**src/rtl/mem_port_arbiter.sv**
```systemverilog
// Two-master arbiter for the single mmu request port: fixed priority to master 0,
// starvation-limited for master 1. Optional ARB_STATS_EN adds grant statistics counters.
module mem_port_arbiter #(
  parameter int unsigned MAX_WAIT = 8,
  parameter int unsigned CNT_W    = 8
) (
  input  logic        clk,
  input  logic        reset,
  input  logic [1:0]  m_re,
  input  logic [1:0]  m_we,
  input  logic [31:0] m_addr [2],
  input  logic [31:0] m_wd [2],
  input  logic [1:0]  m_rd_unit [2],
  input  logic [1:0]  m_wd_unit [2],
  output logic [1:0]  m_gnt,
  output logic [1:0]  m_err,
  output logic [1:0]  m_rvalid,
  output logic [31:0] m_rd,
  output logic        mem_re,
  output logic        mem_we,
  output logic [31:0] mem_addr,
  output logic [31:0] mem_wd,
  output logic [1:0]  mem_rd_unit,
  output logic [1:0]  mem_wd_unit,
  input  logic [31:0] mem_rd,
  input  logic        access_fault,
  input  logic        addr_misaligned
`ifdef ARB_STATS_EN
  ,
  output logic [31:0] stat_gnt0,
  output logic [31:0] stat_gnt1,
  output logic [31:0] stat_force
`endif
);

  localparam logic [CNT_W-1:0] MAX_CNT = CNT_W'(MAX_WAIT);

  logic [1:0]       req;
  logic             force_win;
  logic             gnt_0;
  logic             gnt_1;
  logic             fault;
  logic             rd_issue;
  logic [CNT_W-1:0] wait_cnt;
  logic             rd_pend;
  logic             rd_owner;

  // Grant decision; everything is held off while reset is low.
  always_comb begin
    req       = m_re | m_we;
    force_win = reset & req[1] & (wait_cnt == MAX_CNT);
    gnt_1     = reset & req[1] & (~req[0] | force_win);
    gnt_0     = reset & req[0] & ~gnt_1;
    fault     = access_fault | addr_misaligned;
    m_gnt     = {gnt_1, gnt_0};
    m_err     = {gnt_1 & fault, gnt_0 & fault};
    rd_issue  = (gnt_0 & m_re[0] & ~fault) | (gnt_1 & m_re[1] & ~fault);
  end

  // Request mux onto the mmu port; all-zero when idle.
  always_comb begin
    mem_re      = 1'b0;
    mem_we      = 1'b0;
    mem_addr    = 32'h0;
    mem_wd      = 32'h0;
    mem_rd_unit = 2'b00;
    mem_wd_unit = 2'b00;
    if (gnt_0 | gnt_1) begin
      mem_re      = m_re[gnt_1];
      mem_we      = m_we[gnt_1];
      mem_addr    = m_addr[gnt_1];
      mem_wd      = m_wd[gnt_1];
      mem_rd_unit = m_rd_unit[gnt_1];
      mem_wd_unit = m_wd_unit[gnt_1];
    end
  end

  always_ff @(posedge clk) begin
    if (!reset) begin
      wait_cnt <= '0;
      rd_pend  <= 1'b0;
      rd_owner <= 1'b0;
    end else begin
      if (gnt_1 || !req[1]) begin
        wait_cnt <= '0;
      end else if (wait_cnt != MAX_CNT) begin
        wait_cnt <= wait_cnt + CNT_W'(1);
      end
      rd_pend  <= rd_issue;
      rd_owner <= gnt_1;
    end
  end

  // Read return; a pending return is suppressed while reset is held low.
  always_comb begin
    m_rvalid = {rd_pend & rd_owner, rd_pend & ~rd_owner} & {2{reset}};
    m_rd     = (|m_rvalid) ? mem_rd : 32'h0;
  end

`ifdef ARB_STATS_EN
  always_ff @(posedge clk) begin
    if (!reset) begin
      stat_gnt0  <= 32'h0;
      stat_gnt1  <= 32'h0;
      stat_force <= 32'h0;
    end else begin
      if (gnt_0)     stat_gnt0  <= stat_gnt0 + 32'd1;
      if (gnt_1)     stat_gnt1  <= stat_gnt1 + 32'd1;
      if (force_win) stat_force <= stat_force + 32'd1;
    end
  end
`endif

endmodule
```
**config.mk**
```make
export PLATFORM = sky130hd
export DESIGN_NAME = mem_port_arbiter
export DESIGN_NICKNAME = d
export VERILOG_FILES = /design/src/rtl/mem_port_arbiter.sv
export SDC_FILE = /design/constraint.sdc
export NUM_CORES = 1
export LEC_CHECK = 0
export CORE_AREA = 4 4 107 109
export DETAILED_ROUTE_END_ITERATION = 16
export DIE_AREA = 0 0 111 113
export GPL_TIMING_DRIVEN = 0
export PLACE_DENSITY = 0.73
export SYNTH_ARGS = -nofsm -noshare
export SYNTH_HDL_FRONTEND = slang
export SYNTH_SLANG_ARGS = --single-unit
```
**constraint.sdc**
```tcl
create_clock -name clk -period 4 [get_ports clk]
set_clock_uncertainty 0.1 [all_clocks]
set_input_delay 1.2 -clock clk [delete_from_list [all_inputs] [get_ports clk]]
set_output_delay 1.2 -clock clk [all_outputs]
set_load 0.02 [all_outputs]
```
==> impl_metrics.env <==
export IMPL_status="finished, final reports clean"
export IMPL_n_antenna_cell=0
export IMPL_initial_utilization=0.1508
export IMPL_period_needed_ns=3.925
export IMPL_holdBufCountCts=0
export IMPL_critPathLaunchType="input port"
export IMPL_synth_seq_cells=10
export IMPL_detail_route_antenna_nets=0
export IMPL_fmax_ghz=0.2548
export IMPL_grt_pass1_vias=3108
export IMPL_reg2reg_to="rd_pend$_SDFF_PN0_"
export IMPL_vdd_ir_drop_max_mv=0.07859
export IMPL_synthToLayoutAreaGrowth_pct=183.7
export IMPL_swShare=0.3572
export IMPL_p_leak_nw=2.383
export IMPL_slew_headroom=0.4833
export IMPL_syn_area_sq_um=1599
export IMPL_synth_nets=379
export IMPL_synth_distinct_cells=32
export IMPL_syn_inst=201
export IMPL_dpl_hpwl_mm=9.811
export IMPL_clkPwrFrac=0.182
export IMPL_h_tree_depth=1
export IMPL_dieWidth_microns=111
export IMPL_drt_iter0_drc=152
export IMPL_p_comb_frac=0.668
export IMPL_hold_viol=0
export IMPL_cts_tree="built"
export IMPL_ys_seq_area_frac=0.1252
export IMPL_hold_class="reg -> reg"
export IMPL_cts_sinks=10
export IMPL_required_ns=2.70
export IMPL_wirelength_mm=11.61
export IMPL_final_area_sq_um=4537
export IMPL_p_int_mw=0.4492
export IMPL_ys_warn_count=0
export IMPL_cts_buffer_depth=2
export IMPL_nNetsFinal=669
export IMPL_cts_root_buffer="clkbuf_8"
export IMPL_grt_pass1_wl_mm=16.79
export IMPL_worst_setup_path_type="in -> out"
export IMPL_r2r_start="wait_cnt[0]$_SDFFE_PP0P_"
export IMPL_grt_max_degree=11
export IMPL_end_kind="primary output"
export IMPL_tightestPinTransition_ns=0.7733
export IMPL_io_pins=284
export IMPL_final_cells=630
export IMPL_viasPerCell=4.865
export IMPL_postSynth_asyncResetShare=0
export IMPL_maxCapViolCount=0
export IMPL_gp_congestion=0.8866
export IMPL_powerDensity_nw_per_um2=154.0
export IMPL_antenna_found_initial=0
export IMPL_whs_ns=0.3976
export IMPL_syn_avg_cell_area_sq_um=7.955
export IMPL_synth_ff_type="dfxtp_1"
export IMPL_synth_edf_count=0
export IMPL_wire_per_inst_microns=18.42
export IMPL_clk_pin_slew_ns=0.05
export IMPL_grt_overflow=0
export IMPL_track_usage=0.1670
export IMPL_reg2regPathDepth=5
export IMPL_post_route_period_util=0.9813
export IMPL_post_dp_cell_area_sq_um=4607
export IMPL_drc=0
export IMPL_core_sq_um=10600
export IMPL_row_count=38
export IMPL_worstPathMaxFanout=10
export IMPL_power_switching_mw=0.2496
export IMPL_setup_viol=0
export IMPL_port_buffers=283
export IMPL_critPathCapture="m_gnt[0]"
export IMPL_place_inst=624
export IMPL_startpoint="m_we[1]"
export IMPL_rsz0062_at_grt="false"
export IMPL_fillerInstances=1101
export IMPL_seqPwrFrac=0.150
export IMPL_drt_pass1_iterations=5
export IMPL_power_mw=0.6989
export IMPL_insertion_delay_ns=0.24
export IMPL_dieArea_sq_um=12540
export IMPL_dieHeight_microns=113
export IMPL_drive_above_1_share=0.2265
export IMPL_rrSetupSlack_ns=2.02
export IMPL_vias=3065
export IMPL_cts_made_buffers=3
export IMPL_drv_slew=0
export IMPL_arrival_ns=2.63
==> sequential cells by signal, summed over array words and instances (netlist names) <==
signal,count
wait_cnt,8
rd_owner,1
rd_pend,1
==> per-stage QoR <==
step / setup TNS [ns] / util / setup WS, ns
after floorplan: 0 / - / 0.1942
after global placement: -115.85 / 0.4345 / -1.563
after detailed placement: -122.28 / 0.4345 / -1.655
after CTS: -0.3320 / 0.4286 / -0.03762
after global routing: 0 / 0.4279 / 0.001413
final: 0 / 0.4279 / 0.07493
==> cell type report <==
class	instances	area [sq um]	area share
sequential	10	200.2	0.04413
buffer	31	235.2	0.05185
timing repair buffer	286	2587	0.5703
tap	140	175.2	0.03861
inverter	4	15.01	0.003309
multi-input combinational	155	1269	0.2796
clock buffer	4	55.05	0.01213
==> power by group through the flow <==
stage	Combinational (mW)	Clock (mW)	Sequential, mW
after floorplan	0.179	0	0.106
after global placement	0.493	0	0.107
after detailed placement	0.496	0	0.107
after CTS	0.476	0.131	0.105
after global routing	0.497	0.138	0.105
final	0.467	0.127	0.105
==> kinds of logic after synthesis <==
logic type / after synthesis / synth area share
and+or+nand+nor: 64 / 0.2371
DFF: 10 / 0.1252
xor gates and xnor gates: 3 / 0.01643
adders and majority gates: 2 / 0.01565
AOI/OAI and AO/OA: 86 / 0.4992
buffers and inverters: 36 / 0.1064
==> timing repair <==
item                       in CTS  in global routing
gates resized for setup       324                 48
buffers inserted                3                  0
pin swaps                       2                  2
setup endpoints to repair     108                 78
==> synthesized netlist by cell type (2+ instances only) <==
library cell / count / share of area
a32o_1: 68 / 0.43
and3_1: 34 / 0.13
clkbuf_1: 23 / 0.054
dfxtp_1: 10 / 0.13
nor2_1: 9 / 0.021
o21ai_0: 6 / 0.019
a21oi_1: 4 / 0.013
buf_2: 4 / 0.013
inv_1: 4 / 0.0094
nand3_1: 4 / 0.013
nor3_1: 4 / 0.013
buf_6: 3 / 0.021
nand2_1: 3 / 0.0070
or3_1: 3 / 0.012
a31oi_1: 2 / 0.0078
buf_4: 2 / 0.0094
ha_1: 2 / 0.016
xor2_1: 2 / 0.011
==> layer usage <==
metal / track usage / vias up / wire length (microns)
li1: - / 1442 / -
met1: 0.1807 / 1402 / 4427
met2: 0.3095 / 203 / 5796
met3: 0.05134 / 18 / 1017
met4: 0.05583 / 0 / 363
met5: 0 / - / 0
==> worst min-delay path by stage <==
| stage | start | end | cells past startpoint |
|---|---|---|---|
| floorplan | wait_cnt[0]$_SDFFE_PP0P_ | wait_cnt[0]$_SDFFE_PP0P_ | 1 |
| global placement | wait_cnt[0]$_SDFFE_PP0P_ | wait_cnt[0]$_SDFFE_PP0P_ | 1 |
| detailed placement | wait_cnt[0]$_SDFFE_PP0P_ | wait_cnt[0]$_SDFFE_PP0P_ | 1 |
| CTS | wait_cnt[0]$_SDFFE_PP0P_ | wait_cnt[0]$_SDFFE_PP0P_ | 1 |
| global route | wait_cnt[0]$_SDFFE_PP0P_ | wait_cnt[0]$_SDFFE_PP0P_ | 1 |
| finish | wait_cnt[0]$_SDFFE_PP0P_ | wait_cnt[0]$_SDFFE_PP0P_ | 1 |
==> worst max-delay path: stages <==
cell and delay [ns]:
dlygate4sd2_1 0.27, o21a_4 0.27, a31oi_4 0.22, buf_6 0.15, clkbuf_8 0.16, buf_4 0.10, clkdlybuf4s15_2 0.24
==> cells in the final DEF, fill, tap and decap left out, types with 2 or more instances in the layout <==
cell type and instances:
clkdlybuf4s50_1 177, buf_2 72, a32o_1 68, and3_1 34, dlymetal6s2s_1 25, clkbuf_8 10
dlygate4sd2_1 10, dfxtp_1 10, nor2_1 8, clkbuf_1 6, clkbuf_4 5, clkbuf_2 5
inv_1 4, buf_6 4, nor3_1 4, o21ai_0 4, nand3_1 4, buf_4 3
nand2_1 3, or3_1 3, a21oi_1 3, xor2_1 2, ha_1 2, buf_12 2
No activity file was read; power rests on OpenSTA's default activity.
